<file path="config.mk">
export PLATFORM = sky130hd
export DESIGN_NAME = inject_ctrl
export DESIGN_NICKNAME = d
export VERILOG_FILES = /design/src/rtl/inject_ctrl.sv
export SDC_FILE = /design/constraint.sdc
export NUM_CORES = 1
export LEC_CHECK = 0
export CELL_PAD_IN_SITES_DETAIL_PLACEMENT = 1
export CELL_PAD_IN_SITES_GLOBAL_PLACEMENT = 1
export CORE_ASPECT_RATIO = 1.4
export CORE_MARGIN = 3
export CORE_UTILIZATION = 35
export CTS_CLUSTER_DIAMETER = 40
export CTS_CLUSTER_SIZE = 10
export DETAILED_ROUTE_END_ITERATION = 10
export PLACE_DENSITY_LB_ADDON = 0.1
export SYNTH_ARGS = -nofsm -noshare
export SYNTH_HDL_FRONTEND = slang
export SYNTH_SLANG_ARGS = --single-unit
</file>
<file path="constraint.sdc">
create_clock -name clk -period 2.07 [get_ports clk]
set_input_delay 0.414 -clock clk [delete_from_list [all_inputs] [get_ports clk]]
set_output_delay 0.414 -clock clk [all_outputs]
set_load 0.05 [all_outputs]
</file>
<file path="src/rtl/inject_ctrl.sv">
// Local injection controller: buffers PE flits in a small FIFO and
// injects the head flit into the lowest-index free router input slot.
module inject_ctrl #(
    parameter int FLIT_W     = 10,
    parameter int DEPTH      = 4,
    parameter int STARVE_MAX = 15
) (
    input  logic              clk,
    input  logic              rst_n,
    input  logic [FLIT_W-1:0] pe_flit,
    input  logic              pe_valid,
    output logic              pe_ready,
    input  logic [FLIT_W-1:0] eastad,
    input  logic [FLIT_W-1:0] westad,
    input  logic [FLIT_W-1:0] northad,
    input  logic [FLIT_W-1:0] southad,
    output logic [FLIT_W-1:0] inj_flit,
    output logic              inj_valid,
    output logic [1:0]        inj_slot,
    output logic              starve
);

    localparam int AW = $clog2(DEPTH);
    localparam int SW = $clog2(STARVE_MAX) + 1;
    localparam logic [AW:0]   FULL = (AW+1)'(DEPTH);
    localparam logic [SW-1:0] SMAX = SW'(STARVE_MAX);

    logic [FLIT_W-1:0] mem [DEPTH];
    logic [AW-1:0]     rd_ptr;
    logic [AW-1:0]     wr_ptr;
    logic [AW:0]       count;
    logic [SW-1:0]     wait_cnt;
    logic [SW-1:0]     wait_nxt;
    logic [3:0]        free;
    logic [1:0]        sel;
    logic              push;
    logic              pop;

    // A slot is free unless its valid bit is a definite 1 (x/z count as free)
    always_comb begin
        free    = '0;
        free[0] = (eastad[FLIT_W-1]  !== 1'b1);
        free[1] = (westad[FLIT_W-1]  !== 1'b1);
        free[2] = (northad[FLIT_W-1] !== 1'b1);
        free[3] = (southad[FLIT_W-1] !== 1'b1);
    end

    // Fixed-priority pick: east > west > north > south
    always_comb begin
        sel = 2'd0;
        priority case (1'b1)
            free[0]: sel = 2'd0;
            free[1]: sel = 2'd1;
            free[2]: sel = 2'd2;
            free[3]: sel = 2'd3;
            default: sel = 2'd0;
        endcase
    end

    assign pe_ready = (count != FULL);
    assign push     = pe_valid && pe_ready;
    assign pop      = (count != '0) && (|free);

    // Starvation count: cleared on empty or inject, saturating while blocked
    always_comb begin
        wait_nxt = wait_cnt;
        if ((count == '0) || pop) begin
            wait_nxt = '0;
        end else if (wait_cnt != SMAX) begin
            wait_nxt = wait_cnt + 1'b1;
        end
    end

    // Storage array has no reset; pointers and count define its contents
    always_ff @(posedge clk) begin
        if (push) begin
            mem[wr_ptr] <= pe_flit;
        end
    end

    // FIFO pointers and occupancy
    always_ff @(posedge clk or negedge rst_n) begin
        if (!rst_n) begin
            rd_ptr <= '0;
            wr_ptr <= '0;
            count  <= '0;
        end else begin
            if (push) begin
                wr_ptr <= wr_ptr + 1'b1;
            end
            if (pop) begin
                rd_ptr <= rd_ptr + 1'b1;
            end
            case ({push, pop})
                2'b10:   count <= count + 1'b1;
                2'b01:   count <= count - 1'b1;
                default: count <= count;
            endcase
        end
    end

    // Registered injection outputs; flit and slot hold when idle
    always_ff @(posedge clk or negedge rst_n) begin
        if (!rst_n) begin
            inj_flit  <= '0;
            inj_slot  <= '0;
            inj_valid <= 1'b0;
        end else begin
            inj_valid <= pop;
            if (pop) begin
                inj_flit <= {1'b1, mem[rd_ptr][FLIT_W-2:0]};
                inj_slot <= sel;
            end
        end
    end

    // Starvation counter and its registered flag
    always_ff @(posedge clk or negedge rst_n) begin
        if (!rst_n) begin
            wait_cnt <= '0;
            starve   <= 1'b0;
        end else begin
            wait_cnt <= wait_nxt;
            starve   <= (wait_nxt == SMAX);
        end
    end

endmodule
</file>
==> After elaboration in Yosys (flattened, before gate mapping) <==
Memory sizes are Yosys's and may differ from the RTL's. A register that Yosys moved wholly into a read port is not among the register bits.
Cells that the tools add are included.
{ "totals": {"regBits": 26, "ram_bits": 40, "in_bits": 53, "output_inout_bits": 15, "elab_cells": 40, "n_memories": 1} }
{ "memory_table": {"columns": ["memory", "words", "width", "read_ports", "rd_clocked_by_memory_dff", "write_ports", "line", "rtl"], "rows": [
  ["mem", 4, 10, 1, 1, 1, "28", "logic [FLIT_W-1:0] mem [DEPTH];"]
]} }
{ "classes": {"addsub": 5, "eq_ne": 9, "n_mux": 9, "n_reduce_logical": 8} }
{ "ops": {"columns": ["cell", "n"], "rows": [
  ["$mux W5", 2],
  ["$mux W2", 4],
  ["$pmux W3 S2", 1],
  ["$add A5 B1 Y5 const B", 1],
  ["$eq A5 B4 Y1 const B", 1],
  ["$ne A5 B4 Y1 const B", 1],
  ["$add A2 B1 Y2 const B", 2],
  ["$nex A1 B1 Y1 const B", 4],
  ["$reduce_or A4 Y1", 1],
  ["$add A3 B1 Y3 const B", 1],
  ["$logic_not A3 Y1", 1],
  ["$ne A3 B3 Y1 const B", 1],
  ["$reduce_bool A3 Y1", 1],
  ["$sub A3 B1 Y3 const B", 1],
  ["$eq A2 B1 Y1 const B", 1],
  ["$eq A2 B2 Y1 const B", 1],
  ["$logic_and A1 B1 Y1", 2],
  ["$mux W1", 2],
  ["$reduce_bool A2 Y1", 1],
  ["$logic_not A1 Y1", 1],
  ["$logic_or A1 B1 Y1", 1]
]} }

==> Depth between registers and ports, before layout <==
{ "depth": {"ltp_word": 6, "mapped_depth": 10, "depth_no_buf": 10} }

==> Worst setup path before layout <==
No wires, ideal clock.
{ "synth_timing": {"path_type": "reg-to-reg", "from": "register count[0]", "to": "register count[2]", "arrival_time_ps": 2363, "slack_ps": -372, "path_stages_with_launch": 11, "path_buffers": 0, "synth_period_minus_slack_ps": 2442, "cell_sequence": "dfrtp_1 -> inv_1 -> nand3_1 -> and2_1 -> inv_1 -> ha_1 -> inv_1 -> fa_1 -> xor2_1 -> nor2_1 -> xor2_1"} }
{ "synth_between": {"elab_chain_len": 4, "elab_cells_between_ends": 10, "classes_between": "add/sub: 2; eq/ne: 3; mux: 1; reduce/logical: 4"} }
{ "synth_lines": {"columns": ["element", "line", "rtl"], "rows": [
  ["start, declared", "31", "logic [AW:0] count;"],
  ["start signal, assigned", "95", "2'b10: count <= count + 1'b1;"],
  ["start signal, assigned", "96", "2'b01: count <= count - 1'b1;"],
  ["start signal, assigned", "97", "default: count <= count;"],
  ["$ne A3 B3 Y1 (*)", "60", "assign pe_ready = (count != FULL);"],
  ["net pe_ready", "12", "output logic pe_ready,"],
  ["$logic_and A1 B1 Y1 (*)", "61", "assign push = pe_valid && pe_ready;"],
  ["$eq A2 B1 Y1 / $eq A2 B2 Y1 (equally long branches)", "94", "case ({push, pop})"],
  ["$pmux W3 S2 / $reduce_bool A2 Y1 (equally long branches)", null, null]
]} }
Mark *: on every way through the listed nets, which the timed path passes. The rest lies on a longest branch.
A chain may end at the register's enable or synchronous reset.

==> Worst setup path after layout <==
{ "layout_timing": {"from": "input westad[9]", "to": "register count[2]"} }
{ "layout_between": {"elab_chain_len": 5, "elab_cells_between_ends": 7, "classes_between": "eq/ne: 3; mux: 1; reduce/logical: 3"} }
{ "layout_lines": {"columns": ["element", "line", "rtl"], "rows": [
  ["start, declared", "14", "input logic [FLIT_W-1:0] westad,"],
  ["$nex A1 B1 Y1 (*)", "43", "free[1] = (westad[FLIT_W-1] !== 1'b1);"],
  ["$reduce_or A4 Y1 (*)", "62", "assign pop = (count != '0) && (|free);"],
  ["$logic_and A1 B1 Y1 (*)", "62", null],
  ["$eq A2 B1 Y1 / $eq A2 B2 Y1 (equally long branches)", "94", null],
  ["$pmux W3 S2 / $reduce_bool A2 Y1 (equally long branches)", null, null]
]} }
Mark *: on every way between the ends. The rest lies on a longest branch, timed or not.

==> out/results.ini <==
[run_status]
status=completed

[die]
coreArea_um2=7030
boundaryPins=68
num_rows=36
die_y_um=107
initial_core_util=0.362
die_x_um=78.1
dieArea_um2=8340

[critical_path]
cp_common_cell=xor2_1
crit_chain=clkdlybuf4s50_1 > nand2_1 > o21ai_4 > inv_4 > ha_4 > inv_2 > fa_2 > xor2_1 > nor2_1 > xor2_1
rrSetupSlack_ps=150
endpoint_kind=register
critical_path_required_ps=2310
cpPeakStageDelay_ps=440
cpMaxStageDelayCell=clkdlybuf4s50_1
critPathLaunch=westad[9]
path_class=primary input to register
worstPathMaxFanout=2
reg2reg_from=count[0]$_DFFE_PN0P_
crit_arrival_ps=2190
path_buf_inv=3
worstSetupStartpointType=primary input
cp_top_family=buffers and inverters

[grt]
grt_pass1_wl_um=7900
grt_overflow_total=0
grt_pass1_vias=1579
antenna_found_initial=0
grtUsageTotal=0.130
grt_max_degree=27

[clock_tree]
cts_buffers=9
cts_hold_buf=0
clock-sinks=62
path_clk_slew_ps=60
clk_latency_ps=330
htreeDepth=3
cts_tree=yes
cts.root.buffer_cell=clkbuf_8
clk_path_buf_depth=2

[yosys]
ys_warn_count=0
synth_fp_nets=209
yosysMostFrequentCell=edfxtp_1
synth_flop_cell=edfxtp_1
synth-compound-area-share=0.0221
synth.cell_area_um2=2540
synthAdderAreaFrac=0.0374
synth_edf_count=36
synthSimpleGateAreaFrac=0.0654
yosysSeqAreaShare=0.681
synth_commonest_cells=36 x edfxtp_1, 26 x dfrtp_1, 9 x mux4_2
netlist.area_leader.share=0.425
synth_cells=149
yosys_register_bits=62
synthArstFlopShare=0.419
synth_xor_area_frac=0.0241
synth_top_family_by_area=multiplexers
ys_types=31
yosysTopAreaCell=edfxtp_1
synth_area_leaders=edfxtp_1 42%, dfrtp_1 26%, mux4_2 8.0%
synth.area.mux_share=0.148
syn_avg_cell_area_um2=17.1

[route]
dr.pass1.iters=4
wl_met3_um=210
wl_met1_um=1840
routed_wl_um=4850
wl_per_cell_um=15.8
post-route-drc-count=0
dr_total_vias=1422
wl_met2_um=2730
avgViaCountPerCell=4.65
highest_layer=met4
drt_iter0_drc=62
ant_nets=0

[timing]
setup_viol=0
relSlewSlack=0.663
period_share=0.938
maxSlewViolCount=0
tns_ps=0
finalCriticalPeriod_ps=1940
timing.final.ws_setup_ps=129
fmaxAchievable_mhz=515
rsz0062_at_grt=no
fin_worst_skew_ps=7.93
hold_violations=0
worstMarginPinSlew_ps=504

[cells_and_area]
drive_above_1_share=0.303
nFillCells=711
seq_area_um2=1730
diodes=0
multiInputGateArea_um2=785
syn2layout_area_growth_pct=30.8
fin_nets=266

[place]
place_ws_ps=-258
gp_congestion=0.715
hpwl_um=3330
io_buffers=30

[run]
cap_violations=0

[power_and_ir_drop]
power_density_nw_per_um2=1490
p_leak_nw=1.31
peakVddDrop_mv=0.816

[min_path]
hold_path_class=primary input to asynchronous set/reset pin

placed cells by master, fill, tap and decap left out, types with 5 or more instances in the layout:
cell / count
and3_1: 5
buf_4: 20
clkbuf_8: 10
clkdlybuf4s50_1: 29
dfrtp_1: 26
edfxtp_1: 36
ha_1: 5
mux2_4: 8
mux4_2: 9
nand2_1: 6
nor2_1: 7
xnor2_1: 5
routing by layer:
metal,up-vias,GRT usage
met5,-,0
met4,0,0.0638
met3,5,0.0370
met2,29,0.237
met1,722,0.135
li1,666,-
sequential cells by signal, summed over array words and instances, names as in the netlist:
signal / flops
wait_cnt: 5
inj_valid: 1
inj_slot: 2
inj_flit: 10
rd_ptr: 2
wr_ptr: 2
mem: 36
count: 3
starve: 1
through the flow:
step / power [W] / hold WS (ps) / std cells / utilization / instance area [um2]
after floorplan: 0.00319 / 118 / 149 / - / 2560
after global placement: 0.00371 / 455 / 286 / 0.436 / 3070
after detailed placement: 0.00381 / 475 / 286 / 0.436 / 3070
after CTS: 0.00500 / 459 / 303 / 0.468 / 3290
after global routing: 0.00526 / 470 / 306 / 0.473 / 3330
final: 0.00497 / 458 / 306 / 0.473 / 3330
final cells by class:
class | instances | area share
inverters | 9 | 0.0109
repair buffers | 49 | 0.132
clock inverters | 5 | 0.0222
multi-input cells | 75 | 0.236
flip-flops and latches | 62 | 0.520
clock buffers | 11 | 0.0425
well taps | 95 | 0.0357
cell families (layout without fill, tap and decap cells):
logic type	after synthesis	after routing
XOR/XNOR	7	7
adder cells (fa/ha/maj)	7	7
AO/OA/AOI/OAI	8	8
multiplexers	22	22
AND/OR/NAND/NOR	31	31
flip-flops	62	62
buffers and inverters	12	74
worst register-to-register path, cell delays in order (launching register included):
cell and delay [ps]:
dfrtp_1 410, inv_2 100, nand3_4 80, and2_4 170
inv_2 60, ha_4 130, inv_2 40, fa_2 350
xor2_1 150, nor2_1 160, xor2_1 190
report_power, final:
group          switching (W)  internal (W)
Combinational        0.00102      0.000951
Clock               0.000436      0.000703
Sequential          0.000200       0.00166
timing repair:
| action | CTS | global route |
|---|---|---|
| endpoints found under the setup margin | 1 | 1 |
| setup buffers | 1 | 3 |
| resized for setup | 2 | 5 |
| endpoints found under the hold margin | 0 | 0 |
| pin swaps | 0 | 4 |
path summary, 6_finish.rpt:
check,end,cells after the start
worst max register to register,count[2]$_DFFE_PN0P_,10
min in group clk,inj_flit[9]$_DFFE_PN0P_,1
worst min-delay path,inj_slot[0]$_DFFE_PN0P_,2
max in group asynchronous,wait_cnt[3]$_DFF_PN0_,2
worst max-delay path,count[2]$_DFFE_PN0P_,10
worst min register to register,inj_flit[9]$_DFFE_PN0P_,1
Power figures use the tool's default switching activity.
